$ cat config.mk
export PLATFORM = sky130hd
export DESIGN_NAME = prover_compute_h_feed
export DESIGN_NICKNAME = d
export VERILOG_FILES = /design/src/rtl/prover_compute_h_pkg.sv /design/src/rtl/prover_compute_h_feed_fifo.sv /design/src/rtl/prover_compute_h_feed.sv
export SDC_FILE = /design/constraint.sdc
export NUM_CORES = 1
export LEC_CHECK = 0
export BUFFER_PORTS_ARGS = -buffer_cell sky130_fd_sc_hd__buf_2
export CORE_UTILIZATION = 32
export CTS_CLUSTER_SIZE = 10
export DETAILED_ROUTE_END_ITERATION = 8
export PLACE_DENSITY = 0.52
export SLEW_MARGIN = 5
export SYNTH_ARGS = -nofsm -noshare
export SYNTH_HDL_FRONTEND = slang
export SYNTH_SLANG_ARGS = --single-unit
$ cat constraint.sdc
create_clock -name clk -period 6.2 [get_ports clk]
set_clock_uncertainty 0.1 [all_clocks]
set_input_delay 0 -clock clk [delete_from_list [all_inputs] [get_ports clk]]
set_output_delay 0 -clock clk [all_outputs]
set_load 0.01 [all_outputs]
$ cat src/rtl/prover_compute_h_pkg.sv
// Shared definitions for the prover_compute_h pipeline stages.
// Holds the field width and the feed sequencer state encoding.
package prover_compute_h_pkg;

   // Field element width; must track the value in field_arith_defs.v.
   localparam int F_NBITS = 64;

   typedef enum logic [1:0] {
      FEED_IDLE  = 2'd0,
      FEED_ISSUE = 2'd1,
      FEED_WAIT  = 2'd2
   } feed_state_t;

   // Counter width for a modulo-n count; a one-value count still needs a bit.
   function automatic int cnt_width(input int n);
      return (n > 1) ? $clog2(n) : 1;
   endfunction

endpackage

$ cat src/rtl/prover_compute_h_feed_fifo.sv
// Small synchronous FIFO buffering adder-tree outputs for the H feed.
// Head is read combinationally from the storage array so it is ready to issue.
module prover_compute_h_feed_fifo
   import prover_compute_h_pkg::*;
#(
   parameter int DEPTH = 4
) (
   input  logic               clk,
   input  logic               rstb,
   input  logic               push,
   input  logic               pop,
   input  logic [F_NBITS-1:0] din,
   output logic [F_NBITS-1:0] dout,
   output logic               empty,
   output logic               full
);

   localparam int AW = $clog2(DEPTH);

   logic [AW-1:0]      wr_ptr_reg;
   logic [AW-1:0]      rd_ptr_reg;
   logic [AW:0]        count_reg;
   logic [F_NBITS-1:0] mem [DEPTH];
   logic               do_push;
   logic               do_pop;

   assign empty   = (count_reg == '0);
   assign full    = (count_reg == (AW+1)'(DEPTH));
   assign do_push = push & ~full;
   assign do_pop  = pop & ~empty;
   assign dout    = mem[rd_ptr_reg];

   // Storage carries no reset; an entry is only read after it was written.
   always_ff @(posedge clk) begin
      if (do_push) begin
         mem[wr_ptr_reg] <= din;
      end
   end

   always_ff @(posedge clk) begin
      if (rstb) begin
         wr_ptr_reg <= '0;
         rd_ptr_reg <= '0;
         count_reg  <= '0;
      end else begin
         if (do_push) begin
            wr_ptr_reg <= wr_ptr_reg + AW'(1);
         end
         if (do_pop) begin
            rd_ptr_reg <= rd_ptr_reg + AW'(1);
         end
         case ({do_push, do_pop})
            2'b10:   count_reg <= count_reg + (AW+1)'(1);
            2'b01:   count_reg <= count_reg - (AW+1)'(1);
            default: count_reg <= count_reg;
         endcase
      end
   end

endmodule

$ cat src/rtl/prover_compute_h_feed.sv
// Issues buffered field elements one at a time to the multi-cycle accumulator
// adder, tags each as start/continue of a running sum, and reports group sums.
module prover_compute_h_feed
   import prover_compute_h_pkg::*;
#(
   parameter int NGROUP = 4,
   parameter int DEPTH  = 4
) (
   input  logic               clk,
   input  logic               rstb,
   input  logic               in_valid,
   input  logic [F_NBITS-1:0] in,
   output logic               in_ready,
   output logic               acc_en,
   output logic [F_NBITS-1:0] acc_in,
   output logic               acc_tag,
   input  logic               acc_ready_pulse,
   input  logic [F_NBITS-1:0] acc_out,
   output logic               sum_valid,
   output logic [F_NBITS-1:0] sum_out,
   output logic               overflow
);

   localparam int             GW       = cnt_width(NGROUP);
   localparam logic [GW-1:0]  GRP_LAST = GW'(NGROUP - 1);

   feed_state_t        state_reg, state_next;
   logic [GW-1:0]      grp_cnt_reg, grp_cnt_next;
   logic               acc_en_reg, acc_en_next;
   logic [F_NBITS-1:0] acc_in_reg, acc_in_next;
   logic               acc_tag_reg, acc_tag_next;
   logic               sum_valid_reg, sum_valid_next;
   logic [F_NBITS-1:0] sum_out_reg, sum_out_next;
   logic               overflow_reg, overflow_next;

   logic               fifo_push;
   logic               fifo_pop;
   logic [F_NBITS-1:0] fifo_head;
   logic               fifo_empty;
   logic               fifo_full;
   logic               fifo_avail;

   prover_compute_h_feed_fifo #(
      .DEPTH (DEPTH)
   ) u_fifo (
      .clk   (clk),
      .rstb  (rstb),
      .push  (fifo_push),
      .pop   (fifo_pop),
      .din   (in),
      .dout  (fifo_head),
      .empty (fifo_empty),
      .full  (fifo_full)
   );

   assign fifo_push  = in_valid & ~fifo_full;
   // Work is pending if anything is stored or is being written this cycle.
   assign fifo_avail = ~fifo_empty | fifo_push;

   always_comb begin
      state_next     = state_reg;
      grp_cnt_next   = grp_cnt_reg;
      acc_en_next    = 1'b0;
      acc_in_next    = acc_in_reg;
      acc_tag_next   = acc_tag_reg;
      sum_valid_next = 1'b0;
      sum_out_next   = sum_out_reg;
      fifo_pop       = 1'b0;
      overflow_next  = overflow_reg | (in_valid & fifo_full);

      case (state_reg)
         FEED_IDLE: begin
            if (fifo_avail) begin
               state_next = FEED_ISSUE;
            end
         end
         FEED_ISSUE: begin
            fifo_pop     = 1'b1;
            acc_en_next  = 1'b1;
            acc_in_next  = fifo_head;
            acc_tag_next = (grp_cnt_reg != '0);
            state_next   = FEED_WAIT;
         end
         FEED_WAIT: begin
            // Completions outside WAIT cannot belong to an issued operation.
            if (acc_ready_pulse) begin
               if (grp_cnt_reg == GRP_LAST) begin
                  grp_cnt_next   = '0;
                  sum_valid_next = 1'b1;
                  sum_out_next   = acc_out;
               end else begin
                  grp_cnt_next = grp_cnt_reg + GW'(1);
               end
               state_next = fifo_avail ? FEED_ISSUE : FEED_IDLE;
            end
         end
         default: begin
            state_next = FEED_IDLE;
         end
      endcase
   end

   always_ff @(posedge clk) begin
      if (rstb) begin
         state_reg     <= FEED_IDLE;
         grp_cnt_reg   <= '0;
         acc_en_reg    <= 1'b0;
         acc_in_reg    <= '0;
         acc_tag_reg   <= 1'b0;
         sum_valid_reg <= 1'b0;
         sum_out_reg   <= '0;
         overflow_reg  <= 1'b0;
      end else begin
         state_reg     <= state_next;
         grp_cnt_reg   <= grp_cnt_next;
         acc_en_reg    <= acc_en_next;
         acc_in_reg    <= acc_in_next;
         acc_tag_reg   <= acc_tag_next;
         sum_valid_reg <= sum_valid_next;
         sum_out_reg   <= sum_out_next;
         overflow_reg  <= overflow_next;
      end
   end

   assign in_ready  = ~fifo_full;
   assign acc_en    = acc_en_reg;
   assign acc_in    = acc_in_reg;
   assign acc_tag   = acc_tag_reg;
   assign sum_valid = sum_valid_reg;
   assign sum_out   = sum_out_reg;
   assign overflow  = overflow_reg;

endmodule

==> metrics <==
drt initial violations=353; worst-path fanout max=6; clock sinks=399; IO Count=265; first-pass GRT wire length=50.38 mm; Avg WL per Cell=17.67 um; post-layout net count=1388; reg2reg start=u_fifo.count_reg[2]; Comb power frac=13.3%; register bit total from synthesis=399; Avg Inst Size Synth=16.67 um2; Ys Warns=0; CTS buffer count=46; initial antenna violation count=2; largest net degree at the start of global routing=66; post-route ant nets=0; Area contributors post-synth=edfxtp_1 55%, dfxtp_1 20%, mux2i_1 9.3%, a22o_1 4.0%, a21o_1 3.4%; area of the multi-input gates=between 3000 and 4000 um2; Synth Flop Type=edfxtp_1; initial core utilization=32.58%; hold_ws=0.08277 ns; min-delay src=acc_out[2]; Hold Crit Class=in2reg; Die W=211.7 um; Place WS=3.520 ns; Total Wirelength=32.97 mm; worst endpoint required time=approximately 6.6 ns; Post-synth EDFFs=256; TritonCTS clock tree=yes; worst-skew pair later-pin latency=0.56 ns; clk slew on worst S/H paths=0.06 ns; Setup Buffers After CTS=0; Net Sw Frac=24.69%; endpoint class of the critical path=flip-flop; share of the synthesized area in the top cell type=a little over half; Reg power frac=49.3%; status=finished, final reports clean; worst-margin pin slew=~1.1 ns; syn nets=slightly below 1k; Area Overhead vs Synth=32.09%; Fillers=3945; ys async rst share=0%; core outline area=43170 um2; min Tclk post-route=2.722 ns; vias in the first global route=8819; number of flip-flops in the largest register=between 200 and 300; R2R setup slack=about 3.5 ns; net load switching power=1.584 mW; met2 Track Usage GR=24.93%; die area=44800 um2; gr busiest metal=met2; fin crit share=a little over two fifths; WHS Path Cells=3; std cell rows=76; TNS Setup=0 ns; final setup fails=0; # DRC=0; Yosys cell types=35; DP Wirelength=approximately 18 mm; Max-Cap Viols=0; via/cell ratio=4.567; most common cell after layout, fill and taps aside=buf_2; share of layout cells above drive strength 1=26.27%; GRT Total Usage=about 15%; worst hold endpoint=sum_out[2]; Clk network pwr share=37.4%; via count=8522; Reg2Reg Capture Point=u_fifo.count_reg[2]; final setup margin=3.478 ns; Setup crit start kind=flip-flop; register area=10550 um2; static leakage=7.453 nW; Final Hold Viols=0; Clock Root Buffer=clkbuf_16; critical path type=reg2reg; DR pass1 iterations=4; Internal Power=~4.8 mW; M3 GR Usage=3.961%; Arr. time, crit path=3.11 ns; GP Congestion=a little over 0.7; number of port buffers=264; Clock Path Buffers=3; peak supply drop=0.0001588 V; H-tree depth=2; cell type with the largest total area after synthesis=edfxtp_1; R2R cell count=9; Pwr per Cell Area=345.3 nW/um2; commonest non-fill, non-tap cells in the layout=264 x buf_2, 256 x edfxtp_1, 142 x dfxtp_1; Seq/Total Area, Yosys=roughly three quarters; Post-Synthesis Cells=844; Rel. slew slack=26.96%; met1 usage=17.93%; total grt overflow=0; unrepaired setup endpoints after global routing=no; vertical die dimension=between 200 and 250 um; Slew Viols, Final=0; Netlist Area Pre-Place=14070 um2; fmax=367.4 MHz
## logic make-up after synthesis
group	after synthesis	share of synthesized area (%)
AOI/OAI and AO/OA	203	10.74
xor gates and xnor gates	3	0.1868
adders and majority gates	8	0.7649
buffers and inverters	63	2.562
DFF	399	75.00
muxes	130	9.250
and+or+nand+nor	38	1.503
## worst max path at each step
| stage | from | end | slack, ns |
|---|---|---|---|
| 2_1_floorplan | u_fifo.count_reg[2] | u_fifo.mem[0][0] | 3.40 |
| 4_1_cts | u_fifo.count_reg[2] | u_fifo.count_reg[2] | 3.48 |
| 6_report | u_fifo.count_reg[2] | u_fifo.count_reg[2] | 3.48 |
| 3_3_place_gp | u_fifo.count_reg[0] | u_fifo.mem[1][30] | 3.60 |
| 3_5_place_dp | u_fifo.count_reg[2] | u_fifo.count_reg[2] | 3.52 |
| 5_1_grt | u_fifo.count_reg[2] | u_fifo.count_reg[2] | 3.17 |
## cell type report
class | instances | area share (%)
well taps | 585 | 3.939
flip-flops and latches | 399 | 56.80
inverters | 12 | 0.2424
clock inverters | 4 | 0.2087
diodes | 2 | 0.02693
repair buffers | 407 | 14.68
clock buffers | 75 | 6.835
multi-input cells | 382 | 17.27
## critical path, stage by stage, from the launching register on
cell     delay [ns]
dfxtp_1        0.37
nor3b_1        0.50
nor2_1         0.24
inv_1          0.10
ha_1           0.18
inv_1          0.07
fa_1           0.44
xor2_1         0.16
or3_1          0.31
a21oi_1        0.17
## cell usage after synthesis, types with 2 or more instances
cell type  instances
nor2b_1            2
buf_2             21
clkbuf_1           6
o22ai_1           63
mux2i_1          130
a21o_1            63
ha_1               7
nand2b_1           2
nor2_1            15
and2_1             5
or3_1              5
inv_1             12
o21ai_0            3
edfxtp_1         256
a21oi_1            6
buf_6             13
xor2_1             2
buf_1             11
dfxtp_1          143
a22o_1            64
## routing by layer
metal / vias up / part of all wire, %
met3: 58 / 6.5
met2: 250 / 49
met5: - / 0
met4: 0 / 2.6
met1: 4125 / 42
li1: 4089 / -
## power by group through the flow
stage / Clock [mW] / Sequential [mW] / Combinational (mW)
after floorplan: 0 / 3.22 / 0.516
after global placement: 0 / 3.22 / 0.794
after detailed placement: 0 / 3.22 / 0.806
after CTS: 2.49 / 3.17 / 0.880
after global routing: 2.59 / 3.19 / 0.941
final: 2.40 / 3.16 / 0.854
## per-stage QoR
step           utilization, %  instance area, um2  std cells  total power, mW
2_1_floorplan               -               14070        844            3.731
3_3_place_gp            36.91               15940       1652            4.012
3_5_place_dp            36.91               15940       1652            4.029
4_1_cts                 43.03               18580       1864            6.537
5_1_grt                 43.04               18580       1865            6.723
6_report                43.04               18580       1866            6.417
## repair_timing
action,4_1_cts,5_1_grt
resized for setup,0,0
hold buffers,133,0
hold endpoints to repair,334,0
Note: power is estimated with default switching activity, not from simulation.
